==> src/rtl/pe_sched_pkg.sv <==
// Shared scheduler definitions: FSM state encoding, cmd_swap bit positions
// and the bit-width helper used for select buses.
package GLOBAL_PARAM;

    typedef enum logic [2:0] {
        IDLE,
        WAIT_LOAD,
        SWITCH,
        START,
        RUN,
        DRAIN
    } sched_state_t;

    localparam int unsigned SWAP_D = 0;
    localparam int unsigned SWAP_P = 1;
    localparam int unsigned SWAP_I = 2;
    localparam int unsigned SWAP_A = 3;

    // Bits needed to encode 0..n-1; never narrower than one bit.
    function automatic int unsigned bw(input int unsigned n);
        return (n <= 1) ? 1 : unsigned'($clog2(n));
    endfunction

endpackage

==> src/rtl/pe_done_collect.sv <==
// Accumulates per-PE completion pulses and reports when every masked PE has
// finished; the current cycle's pulses count toward all_done immediately.
module pe_done_collect
    import GLOBAL_PARAM::*;
#(
    parameter int unsigned PE_NUM = 32
) (
    input  logic              clk,
    input  logic              rst,
    input  logic              clear,
    input  logic [PE_NUM-1:0] mask,
    input  logic [PE_NUM-1:0] done,
    output logic              all_done
);

    logic [PE_NUM-1:0] seen;
    logic [PE_NUM-1:0] hit;

    assign hit      = done & mask;
    assign all_done = ((seen | hit) == mask);

    always_ff @(posedge clk or posedge rst) begin
        if (rst) begin
            seen <= '0;
        end else if (clear) begin
            seen <= '0;
        end else begin
            seen <= seen | hit;
        end
    end

endmodule

==> src/rtl/pe_sched.sv <==
// PE array scheduler: accepts a compute command, waits for shadow loads,
// flips ping-pong banks, starts the masked PEs, collects completion, drains.
module pe_sched
    import GLOBAL_PARAM::*;
#(
    parameter int unsigned PE_NUM = 32
) (
    input  logic                        clk,
    input  logic                        rst,
    input  logic                        cmd_valid,
    output logic                        cmd_ready,
    input  logic [2:0]                  cmd_mode,
    input  logic [7:0]                  cmd_idx_cnt,
    input  logic [7:0]                  cmd_trip_cnt,
    input  logic                        cmd_is_new,
    input  logic [3:0]                  cmd_pad_code,
    input  logic                        cmd_cut_y,
    input  logic [PE_NUM-1:0]           cmd_pe_mask,
    input  logic [3:0]                  cmd_swap,
    input  logic                        cmd_swap_b,
    input  logic                        cmd_drain,
    input  logic [PE_NUM-1:0]           load_ready,
    output logic [PE_NUM-1:0]           load_ack,
    output logic [PE_NUM-1:0]           switch_d,
    output logic [PE_NUM-1:0]           switch_p,
    output logic [PE_NUM-1:0]           switch_i,
    output logic [PE_NUM-1:0]           switch_a,
    output logic                        switch_b,
    output logic [PE_NUM-1:0]           start,
    input  logic [PE_NUM-1:0]           done,
    output logic [2:0]                  mode,
    output logic [7:0]                  idx_cnt,
    output logic [7:0]                  trip_cnt,
    output logic                        is_new,
    output logic [3:0]                  pad_code,
    output logic                        cut_y,
    output logic [bw(PE_NUM/4)-1:0]     rd_sel,
    output logic                        rd_valid,
    input  logic                        rd_ready,
    output logic                        busy
);

    localparam int unsigned RD_W = bw(PE_NUM / 4);
    localparam logic [RD_W-1:0] RD_LAST = RD_W'(PE_NUM / 4 - 1);

    sched_state_t      state;
    logic [PE_NUM-1:0] mask_q;
    logic [3:0]        swap_q;
    logic              swap_b_q;
    logic              drain_q;
    logic              all_done;
    logic [PE_NUM-1:0] run_done;

    assign cmd_ready = (state == IDLE);
    assign busy      = (state != IDLE);
    assign run_done  = (state == RUN) ? done : '0;

    pe_done_collect #(
        .PE_NUM (PE_NUM)
    ) u_done_collect (
        .clk      (clk),
        .rst      (rst),
        .clear    (state == START),
        .mask     (mask_q),
        .done     (run_done),
        .all_done (all_done)
    );

    always_ff @(posedge clk or posedge rst) begin
        if (rst) begin
            state    <= IDLE;
            mask_q   <= '0;
            swap_q   <= '0;
            swap_b_q <= 1'b0;
            drain_q  <= 1'b0;
            mode     <= '0;
            idx_cnt  <= '0;
            trip_cnt <= '0;
            is_new   <= 1'b0;
            pad_code <= '0;
            cut_y    <= 1'b0;
            load_ack <= '0;
            start    <= '0;
            switch_d <= '0;
            switch_p <= '0;
            switch_i <= '0;
            switch_a <= '0;
            switch_b <= 1'b0;
            rd_sel   <= '0;
            rd_valid <= 1'b0;
        end else begin
            load_ack <= '0;
            start    <= '0;
            case (state)
                IDLE: begin
                    if (cmd_valid) begin
                        mask_q   <= cmd_pe_mask;
                        swap_q   <= cmd_swap;
                        swap_b_q <= cmd_swap_b;
                        drain_q  <= cmd_drain;
                        mode     <= cmd_mode;
                        idx_cnt  <= cmd_idx_cnt;
                        trip_cnt <= cmd_trip_cnt;
                        is_new   <= cmd_is_new;
                        pad_code <= cmd_pad_code;
                        cut_y    <= cmd_cut_y;
                        // An empty mask is consumed without touching any PE.
                        state    <= (cmd_pe_mask == '0) ? IDLE : WAIT_LOAD;
                    end
                end
                WAIT_LOAD: begin
                    if ((load_ready & mask_q) == mask_q) begin
                        switch_d <= switch_d ^ (swap_q[SWAP_D] ? mask_q : '0);
                        switch_p <= switch_p ^ (swap_q[SWAP_P] ? mask_q : '0);
                        switch_i <= switch_i ^ (swap_q[SWAP_I] ? mask_q : '0);
                        switch_a <= switch_a ^ (swap_q[SWAP_A] ? mask_q : '0);
                        switch_b <= switch_b ^ swap_b_q;
                        load_ack <= mask_q;
                        state    <= SWITCH;
                    end
                end
                SWITCH: begin
                    start <= mask_q;
                    state <= START;
                end
                START: begin
                    state <= RUN;
                end
                RUN: begin
                    if (all_done) begin
                        rd_valid <= drain_q;
                        state    <= drain_q ? DRAIN : IDLE;
                    end
                end
                DRAIN: begin
                    if (rd_ready) begin
                        if (rd_sel == RD_LAST) begin
                            rd_sel   <= '0;
                            rd_valid <= 1'b0;
                            state    <= IDLE;
                        end else begin
                            rd_sel <= rd_sel + 1'b1;
                        end
                    end
                end
                default: state <= IDLE;
            endcase
        end
    end

endmodule

==> config.mk <==
export PLATFORM = sky130hd
export DESIGN_NAME = pe_sched
export DESIGN_NICKNAME = d
export VERILOG_FILES = /design/src/rtl/pe_sched_pkg.sv /design/src/rtl/pe_done_collect.sv /design/src/rtl/pe_sched.sv
export SDC_FILE = /design/constraint.sdc
export NUM_CORES = 1
export LEC_CHECK = 0
export CAP_MARGIN = 10
export CORE_UTILIZATION = 46
export CTS_BUF_LIST = sky130_fd_sc_hd__clkbuf_4
export CTS_CLUSTER_DIAMETER = 200
export DETAILED_ROUTE_END_ITERATION = 10
export PLACE_DENSITY = 0.88
export SYNTH_ARGS = -nofsm -noshare
export SYNTH_HDL_FRONTEND = slang
export SYNTH_HIERARCHICAL = 1
export SYNTH_SLANG_ARGS = --single-unit
==> constraint.sdc <==
create_clock -name clk -period 9.5 [get_ports clk]
set_input_delay 1.9 -clock clk [delete_from_list [all_inputs] [get_ports clk]]
set_output_delay 1.9 -clock clk [all_outputs]
set_load 0.005 [all_outputs]
# ---- Yosys cells after proc, flatten, opt, wreduce, memory -nomap -nowiden
# Index checks and enable logic that the tools add are counted.
dict set report word_totals {
  latchBits 0
  ram_bits 0
  word_cells 74
  mem_bits_ro 0
  memories 0
  in_bits 131
  ff_bits 295
  output_inout_bits 224
}
dict set report op_classes {
  add_sub_neg 1
  shifts 0
  multipliers 0
  n_eq_ne 13
  n_lt_le_gt_ge 0
  bitwise 8
  div 0
  mux 22
  n_reduce_logical 9
}
# cell n
set op_table {}
lappend op_table {{two-way mux 32 bit} 9}
lappend op_table {{XOR 32 bit} 4}
lappend op_table {{bitwise AND 32 bit} 2}
lappend op_table {{equality test 32 bit} 2}
lappend op_table {{logical NOT 32 bit} 1}
lappend op_table {{bitwise OR 32 bit} 1}
lappend op_table {{two-way mux 3 bit} 7}
lappend op_table {{case mux 3 bit (6 select lines)} 1}
lappend op_table {{!= test 2 bit (second input constant)} 5}
lappend op_table {{equality test 3 bit (second input constant)} 3}
lappend op_table {{equality test 3 x 2 -> 1 bit (second input constant)} 2}
lappend op_table {{AND reduction 2 bit} 3}
lappend op_table {{AND reduction 5 bit} 1}
lappend op_table {{two-way mux 1 bit} 4}
lappend op_table {{AND reduction 4 bit} 1}
lappend op_table {{adder 3 x 1 -> 3 bit (second input constant)} 1}
lappend op_table {{equality test 3 x 1 -> 1 bit (second input constant)} 1}
lappend op_table {{logical NOT 3 bit} 1}
lappend op_table {{nonzero test 3 bit} 1}
lappend op_table {{case mux 1 bit (2 select lines)} 1}
lappend op_table {{nonzero test 2 bit} 1}
lappend op_table {{XOR 1 bit} 1}

# ---- Depth between registers and ports, before layout
# Gate-level depths: netlist (run 1).
dict set report logic_depth {
  word_depth 7
  depth_mapped 14
  ltp_nobuf 13
}

# ---- Modules after synthesis
# Netlist (run 1), hierarchy kept.
# mod area_per_inst_um2 n_inst seq_area_each_um2 cells_each
set modules_own_cells {}
lappend modules_own_cells {pe_sched 11811.3 1 6581.3 979}
lappend modules_own_cells {pe_done_collect 1670.4 1 800.8 195}

# ---- Worst setup path after synthesis (run 1)
# No wires, ideal clock.
dict set report synth_path {
  kind {input to register}
  startpoint {in load_ready[1]}
  endpoint {reg switch_a[24]}
  setup_time_ps 79
  t_required_ps 9421
  stages 7
  n_path_buf 2
  slack_ps 6222
  arrival_time_ps 3199
  path_cell_list {inv_1 -> a2111oi_2 -> nand4_1 -> buf_4 -> buf_4 -> nor3_2 -> xor2_1}
}
dict set report synth_between {
  elab_chain_cells 3
}
# element line_no
set synth_lines {}
lappend synth_lines {{start: declaration} pe_sched.sv:22} ;# input logic [PE_NUM-1:0] load_ready,
lappend synth_lines {{bitwise AND 32 bit} pe_sched.sv:112} ;# if ((load_ready & mask_q) == mask_q) begin
lappend synth_lines {{equality test 32 bit} pe_sched.sv:112}
lappend synth_lines {{AND reduction 2 bit (no source line)} --}
lappend synth_lines {{end signal: assignment} pe_sched.sv:116} ;# switch_a <= switch_a ^ (swap_q[SWAP_A] ? mask_q : '0);
lappend synth_lines {{end: declaration} pe_sched.sv:27} ;# output logic [PE_NUM-1:0] switch_a,
# No other way between the ends.
# A chain may end at the register's enable or synchronous reset.

# ---- Final worst setup path (run 1)
dict set report layout_path {
  startpoint {in load_ready[26]}
  endpoint {reg switch_p[5]}
}
dict set report layout_between {
  elab_chain_cells 3
}
# element line_no
set layout_lines {}
lappend layout_lines {{bitwise AND 32 bit} pe_sched.sv:112}
lappend layout_lines {{equality test 32 bit} pe_sched.sv:112}
lappend layout_lines {{AND reduction 2 bit (no source line)} --}
lappend layout_lines {{end signal: assignment} pe_sched.sv:114} ;# switch_p <= switch_p ^ (swap_q[SWAP_P] ? mask_q : '0);
lappend layout_lines {{end: declaration} pe_sched.sv:25} ;# output logic [PE_NUM-1:0] switch_p,
# No other way between the ends.

==> metrics.md, run 1 <==
| Metric | Value |
|---|---|
| Outcome | completed |
| Peak VDD IR | 138.9 µV |
| Buffers & Inverters on Critical Path | 3 |
| Post-DRT Antenna Nets | 0 |
| Met3 usage | 0.08817 |
| Tmin final | ~4.4 ns |
| Hold_sp | switch_i[20] |
| Hold-critical path depth | 1 |
| Cell Int Power | about 2.5 mW |
| Synth async-reset ratio | 1.000 |
| Reg2reg start | mask_q[29] |
| Post-CTS Setup Inserts | 0 |
| First-pass GRT wire length | about 70 mm |
| # hold bufs at CTS | 0 |
| Final HPWL DP | approximately 30 mm |
| Fin. max-slew vios | 0 |
| Max clock buf depth | 3 |
| Die height | ~170 µm |
| Post-layout power | 4.002 mW |
| CP arrival | approximately 4.9 ns |
| CTS root buf | clkbuf_4 |
| CP peak stage delay | 1.00 ns |
| Syn nets | approximately 1300 |
| Via count | 10940 |
| Seq pwr share | 0.466 |
| Met2 usage | 0.4778 |
| Achievable Freq | around 230 MHz |
| Final worst-path cycle share | 0.4606 |
| Clk_skew | roughly 0.043 ns |
| Slew HR | 0.1330 |
| DRT Wirelength | 45.53 mm |
| Logic pwr share | 0.266 |
| Number of global-route vias before repair | around 11000 |
| Grt ovf | 0 |
| Die ar. | ~30000 µm² |
| Crit path required time | 10.03 ns |
| Seq/Total Area, Yosys | 0.5476 |
| TritonCTS clock tree | built |
| Die width | about 170 µm |
| Total Routing Usage GR | 0.3038 |
| Final setup vio count | 0 |
| FF-to-FF setup slack | between 5 and 6 ns |
| Vias/cell | between 5 and 6 |
| Crit-path max FO | 69 |
| CTS Buf Count | between 70 and 80 |
| Core area | ~29000 µm² |
| Setup CP Type | in -> reg |
| Resize count post-CTS | 0 |
| Largest net degree at the start of global routing | roughly 120 |
| Final setup TNS | 0 ns |
| CP most frequent cell | buf_4 |
| Worst-Margin Slew | around 1.3 ns |
| H-Tree Depth | 3 |
| Initial DRC count | ~1100 |
| Synth Area per Inst | 11.48 µm² |
| Hold Fails Final Rpt | 0 |
| Switching part of the total power | 0.3811 |
| Number of synthesized flops with an enable pin | 0 |
| RSZ-0062 raised after global routing | false |
| Pre-Repair DR Iteration Count | 6 |
| Post-synthesis cell type count | 38 |
| Filler cells | 2257 |
| Min-Delay Endpoint | switch_i[20] |
| Mapped Cells | 1174 |
| Critical Path Start Type | input pin |
| Final #Nets | 1681 |
| Clock latency on the worst-skew pair | 0.69 ns |
| Worst path slowest cell | buf_4 |
| Initial antenna violation count | 8 |
| MaxCap Viol Count | 0 |
| DRC viols | 0 |
| Port Buffers | between 300 and 400 |
| Most used routing layer in global routing | met2 |
| Synth Cell Area | 13480 µm² |
| Layout area overhead | 35.26% |
| Clock Sinks | around 300 |
| Clk pwr share | 0.268 |
| Worst-path clk slew | about 0.060 ns |
| Met1 usage | 0.3823 |
| Starting Density | 0.4684 |
| CP Capture Type | flop |
| Dominant synthesized flop cell | dfrtp_1 |
| Syn. warnings | 6 |
| CP Cell Sequence | clkdlybuf4s50_1 > nor2b_1 > a2111oi_2 > nand4_1 > buf_4 > buf_4 > nor3_2 > xor2_1 |
| Leak | 7.019 nW |
| Largest delay share family, worst path | buffers and inverters |
| Reg2Reg Depth | 7 |
| Sw Pwr | 1.525 mW |
| Layout cell share with drive strength beyond 1 | 0.2026 |
| Synth Register Bits | roughly 300 |
| I/O Pins | roughly 360 |
| Pwr Density | approximately 220 nW/µm² |
| GPL Wtd Cong | 0.8705 |
| Type of the worst min-delay path | reg -> reg |
| RR Endpoint | switch_p[5] |
| Wire per inst | roughly 23 µm |
| Rows | a little over 60 |
## metal layers
metal	wire length, µm	vias up
met2	21450	604
met3	4277	122
met4	2004	4
met1	17760	5404
met5	31	-
li1	-	4808
## cells in the final DEF, fill, tap and decap left out, types with 2 or more instances in the layout
master           count
nor2_1              35
diode_2              4
nor3_1              43
and2_1              64
and3_1              32
o22ai_1             11
nor3b_1             21
o21ai_0              5
nand2_1              5
a21o_1               3
clkinv_2             4
nand4_1              6
clkbuf_4           113
nand2b_1             4
clkdlybuf4s50_1    354
nand3_1            133
buf_4               21
a221oi_2             2
inv_2                4
mux2_2              64
a2111oi_2            8
dfrtp_1            295
a31oi_1              2
clkinv_1            10
inv_1               41
xor2_1             129
nor4_1              15
a221oi_1             2
nor2b_1             26
ha_1                 2
a21oi_1             32
nor3_2              99
## worst max path at each step
stage,startpoint,to,slack (ns),cells after the start
after floorplan,rst,cut_y,0.36,1
after global placement,load_ready[15],switch_p[29],4.58,8
after detailed placement,load_ready[15],switch_p[23],4.51,8
after CTS,load_ready[15],switch_p[2],5.22,8
after global routing,load_ready[15],switch_p[19],5.04,8
final,load_ready[26],switch_p[5],5.12,8
## through the flow
| step | cell area, µm² | hold WS [ns] | utilization | std cells | setup slack, ns |
|---|---|---|---|---|---|
| finish | 18240 | 0.4676 | 0.6336 | 1987 | 5.124 |
| global placement | 17270 | 0.4553 | 0.6002 | 1851 | 4.579 |
| CTS | 18200 | 0.4675 | 0.6323 | 1982 | 5.219 |
| detailed placement | 17270 | 0.4559 | 0.6002 | 1851 | 4.514 |
| global route | 18230 | 0.4755 | 0.6335 | 1986 | 5.039 |
| floorplan | 13480 | 0.4647 | - | 1174 | 0.3598 |
## state kept, by name, indices dropped and copies added (netlist names), 3 cells and up
register / flops
trip_cnt: 8
state: 3
pad_code: 4
idx_cnt: 8
switch_i: 32
swap_q: 4
start: 32
u_done_collect/seen: 32
mask_q: 32
switch_p: 32
mode: 3
switch_d: 32
switch_a: 32
load_ack: 32
rd_sel: 3
## cells in the mapped netlist, types with 6 or more instances
| cell | instances | share of area |
|---|---|---|
| dfrtp_1 | 295 | 0.55 |
| nand3_1 | 133 | 0.049 |
| xor2_1 | 129 | 0.084 |
| nor3_2 | 99 | 0.074 |
| and2_1 | 66 | 0.031 |
| mux2_2 | 64 | 0.053 |
| clkbuf_1 | 43 | 0.012 |
| nor3_1 | 43 | 0.016 |
| inv_1 | 42 | 0.012 |
| nor2_1 | 36 | 0.010 |
| a21oi_1 | 32 | 0.012 |
| and3_1 | 32 | 0.015 |
| nor2b_1 | 26 | 0.012 |
| nor3b_1 | 22 | 0.012 |
| buf_2 | 18 | 0.0067 |
| nor4_1 | 15 | 0.0070 |
| o22ai_1 | 11 | 0.0051 |
| buf_1 | 9 | 0.0025 |
| buf_6 | 9 | 0.0075 |
| a2111oi_2 | 8 | 0.0089 |
| nand4_1 | 6 | 0.0028 |
## power by group through the flow
stage	Combinational [mW]	Sequential [mW]	Clock, mW
after floorplan	0.600	1.64	0
after global placement	1.00	1.88	0
after detailed placement	1.03	1.89	0
after CTS	1.04	1.87	1.09
after global routing	1.13	1.88	1.16
final	1.07	1.87	1.07
## kinds of logic (layout without fill, tap and decap cells)
kind of cell             count (synthesis)  in the layout  synth area share
flip-flops                             295            295            0.5476
AO/OA/AOI/OAI                           67             67           0.03517
XOR/XNOR                               129            129           0.08380
multiplexers                            64             64           0.05346
AND/OR/NAND/NOR                        492            492            0.2358
adder cells (fa/ha/maj)                  2              2          0.001856
other                                    0              4                 0
buffers and inverters                  125            550           0.04232
## cell type report
| cell class | instances | area, µm² | share of cell area |
|---|---|---|---|
| repair buffers | 376 | 3729 | 0.2045 |
| clock inverters | 18 | 76.32 | 0.004186 |
| flip-flops and latches | 295 | 7382 | 0.4048 |
| multi-input cells | 754 | 5540 | 0.3038 |
| clock buffers | 113 | 848.3 | 0.04652 |
| well taps | 384 | 480.5 | 0.02635 |
| diodes | 4 | 10.01 | 0.0005489 |
| inverters | 43 | 168.9 | 0.009263 |
(Power assumes the default switching activity.)
==> run 2, diff against run 1 <==
--- a/config.mk
+++ b/config.mk
@@ -6,11 +6,11 @@
 export NUM_CORES = 1
 export LEC_CHECK = 0
 export CAP_MARGIN = 10
-export CORE_UTILIZATION = 46
+export CORE_UTILIZATION = 51
 export CTS_BUF_LIST = sky130_fd_sc_hd__clkbuf_4
 export CTS_CLUSTER_DIAMETER = 200
 export DETAILED_ROUTE_END_ITERATION = 10
-export PLACE_DENSITY = 0.88
+export PLACE_DENSITY = 0.92
 export SYNTH_ARGS = -nofsm -noshare
 export SYNTH_HDL_FRONTEND = slang
 export SYNTH_HIERARCHICAL = 1
==> constraint.sdc (replaced) <==
create_clock -name clk -period 4.5 [get_ports clk]
set_input_delay 0.9 -clock clk [delete_from_list [all_inputs] [get_ports clk]]
set_output_delay 0.9 -clock clk [all_outputs]
set_load 0.005 [all_outputs]
==> run 2 against run 1 <==
  * Power is 110% higher
  * Global-route usage is 2.6 points higher
  * Clock power is 110% higher
  * Clock-buffer cell count is 7 lower
  * Clock skew is 0.018 ns higher
==> metrics.md, run 2 (synthesis results as in run 1) <==
| Metric | Value |
|---|---|
| TritonCTS clock tree | built |
| Number of global-route vias before repair | 11360 (+1.2%) |
| Core area | 25980 µm² (-9.7%) |
| Final setup vio count | 0 (unchanged) |
| Final worst-path cycle share | 0.6874 |
| Setup ws final | 1.407 ns (-3.718 ns) |
| # hold bufs at CTS | 0 (unchanged) |
| CTS Buf Count | 81 (+3.8%) |
| Setup CP Type | reg -> out |
| Crit-path max FO | 11 (-84%) |
| Initial antenna violation count | 6 (-2) |
| Slew HR | 0.1081 (-0.02483) |
| Total Routing Usage GR | 0.3296 (+0.02580) |
| Starting Density | 0.5188 (+0.05039) |
| CP Cell Sequence | nor3_1 > clkdlybuf4s50_1 |
| First-pass GRT wire length | 65.68 mm (-3.5%) |
| Layout cell share with drive strength beyond 1 | 0.2002 (-0.002377) |
| Resize count post-CTS | 0 (unchanged) |
| Final HPWL DP | 29.47 mm (-1.4%) |
| Post-CTS Setup Inserts | 0 (unchanged) |
| Rows | 59 (-4.8%) |
| Max clock buf depth | 3 (unchanged) |
| CP arrival | 2.19 ns (-2.72 ns) |
| Achievable Freq | ~320 MHz |
| RSZ-0062 raised after global routing | false |
| Via count | 11060 (+1.1%) |
| Clk_skew | 0.06137 ns (+0.01792 ns) |
| I/O Pins | 355 (unchanged) |
| Clock Sinks | 295 (unchanged) |
| FF-to-FF setup slack | 1.44 ns (-4.39 ns) |
| Worst-Margin Slew | 1.338 ns (+0.03725 ns) |
| Worst path slowest cell | clkdlybuf4s50_1 |
| Fin cells | 1943 (-2.2%) |
| Placed cell count | 1806 (-2.4%) |
| CP Capture Type | output port |
| Pre-Repair DR Iteration Count | 6 (unchanged) |
| Layout area overhead | 35.50% |
| CP peak stage delay | 0.61 ns (-0.39 ns) |
| Post-layout power | 8.445 mW (+110%) |
| DRC viols | 0 (unchanged) |
| Crit path required time | 3.60 ns (-6.43 ns) |
| CTS root buf | clkbuf_4 |
| Die ar. | 27090 µm² (-9.7%) |
| Peak VDD IR | 285.4 µV (+110%) |
| H-Tree Depth | 3 (unchanged) |
| Hold Fails Final Rpt | 0 (unchanged) |
| Vias/cell | 5.691 (+3.3%) |
| Die width | 164.6 µm (-5.0%) |
| Tmin final | ~3.1 ns |
| Final setup TNS | 0 ns (unchanged) |
| Critical Path Start Type | flop |
| Port Buffers | 354 (unchanged) |
| Worst-path clk slew | 0.07 ns (about the same) |
| DRT Wirelength | 45.01 mm (-1.1%) |
| Post-DRT Antenna Nets | 0 (unchanged) |
| MaxCap Viol Count | 0 (unchanged) |
| Outcome | completed |
| Fin. max-slew vios | 0 (unchanged) |
| Clock latency on the worst-skew pair | 0.71 ns (+0.02 ns) |
| Initial DRC count | 1149 (+9.0%) |
| Commonest non-fill, non-tap cells in the layout | 354 x clkdlybuf4s50_1, 295 x dfrtp_1, 133 x nand3_1, 129 x xor2_1, 106 x clkbuf_4 |
| Most common cell after layout, fill and taps aside | clkdlybuf4s50_1 |
| Pre-CTS setup slack | 1.191 ns (-3.323 ns) |
| Final #Nets | 1688 (+0.42%) |
| Type of the worst min-delay path | reg -> reg |
| Wire per inst | 23.16 µm (+1.1%) |
| Leak | 7.039 nW (+0.30%) |
| Grt ovf | 0 (unchanged) |
| Largest net degree at the start of global routing | 131 (+6.5%) |
| Die height | 164.6 µm (-5.0%) |
| Pwr Density | 462.3 nW/µm² (+110%) |
| GPL Wtd Cong | 0.9073 (+4.2%) |
## run 2: changes by cell type in the layout (fill, tap and decap cells not counted), sizes merged
cell and change:
clkinvlp +3, diode +1, buf +4, clkbuf -7
inv -3, clkinv +7
## run 2: power by group
part,internal (mW),switching (mW)
combinational,1.09,1.17
clock,1.10,1.12
sequential,3.00,0.969
total,5.18,3.26
## run 2: area by class of cell
type	count	area [µm²]
Fill cell	1839	7717
Sequential cell	295	7382
Multi-Input combinational cell	754	5540
Timing Repair Buffer	380	3834
Clock buffer	106	795.8
Tap cell	335	419.2
Inverter	43	165.2
Clock inverter	25	118.9
Antenna cell	5	12.51
## run 2: final timing paths
kind	from	end	cells past startpoint
max in group asynchronous	rst	switch_p[26]	3
max	state[0]	cmd_ready	2
min	switch_p[26]	switch_p[26]	1
min reg2reg	switch_p[26]	switch_p[26]	1
max reg2reg	state[2]	state[2]	12
min in group asynchronous	rst	mask_q[27]	2
## run 2: metal layers
layer	share of wire	vias to the layer above	wire length, µm	global-route usage
met2	0.48	605	21560	0.5294
li1	-	4832	-	-
met3	0.096	109	4341	0.09141
met1	0.38	5509	17280	0.4112
met5	0.00029	-	13	0
met4	0.040	2	1815	0.1576
## run 2: through the flow
step	area (µm²)	utilization	hold slack [ns]
final	18270	0.7030	0.4643
after global routing	18270	0.7030	0.4784
after CTS	18240	0.7019	0.4681
after detailed placement	17330	0.6667	0.4559
after global placement	17330	0.6667	0.4541
after floorplan	13490	-	0.4647
## run 2: worst max-delay path, delay by kind of cell (launching register included)
| kind | cells | cell delay [ns] |
|---|---|---|
| DFF | 1 | 0.49 |
| and+or+nand+nor | 1 | 0.42 |
| buffers and inverters | 1 | 0.61 |
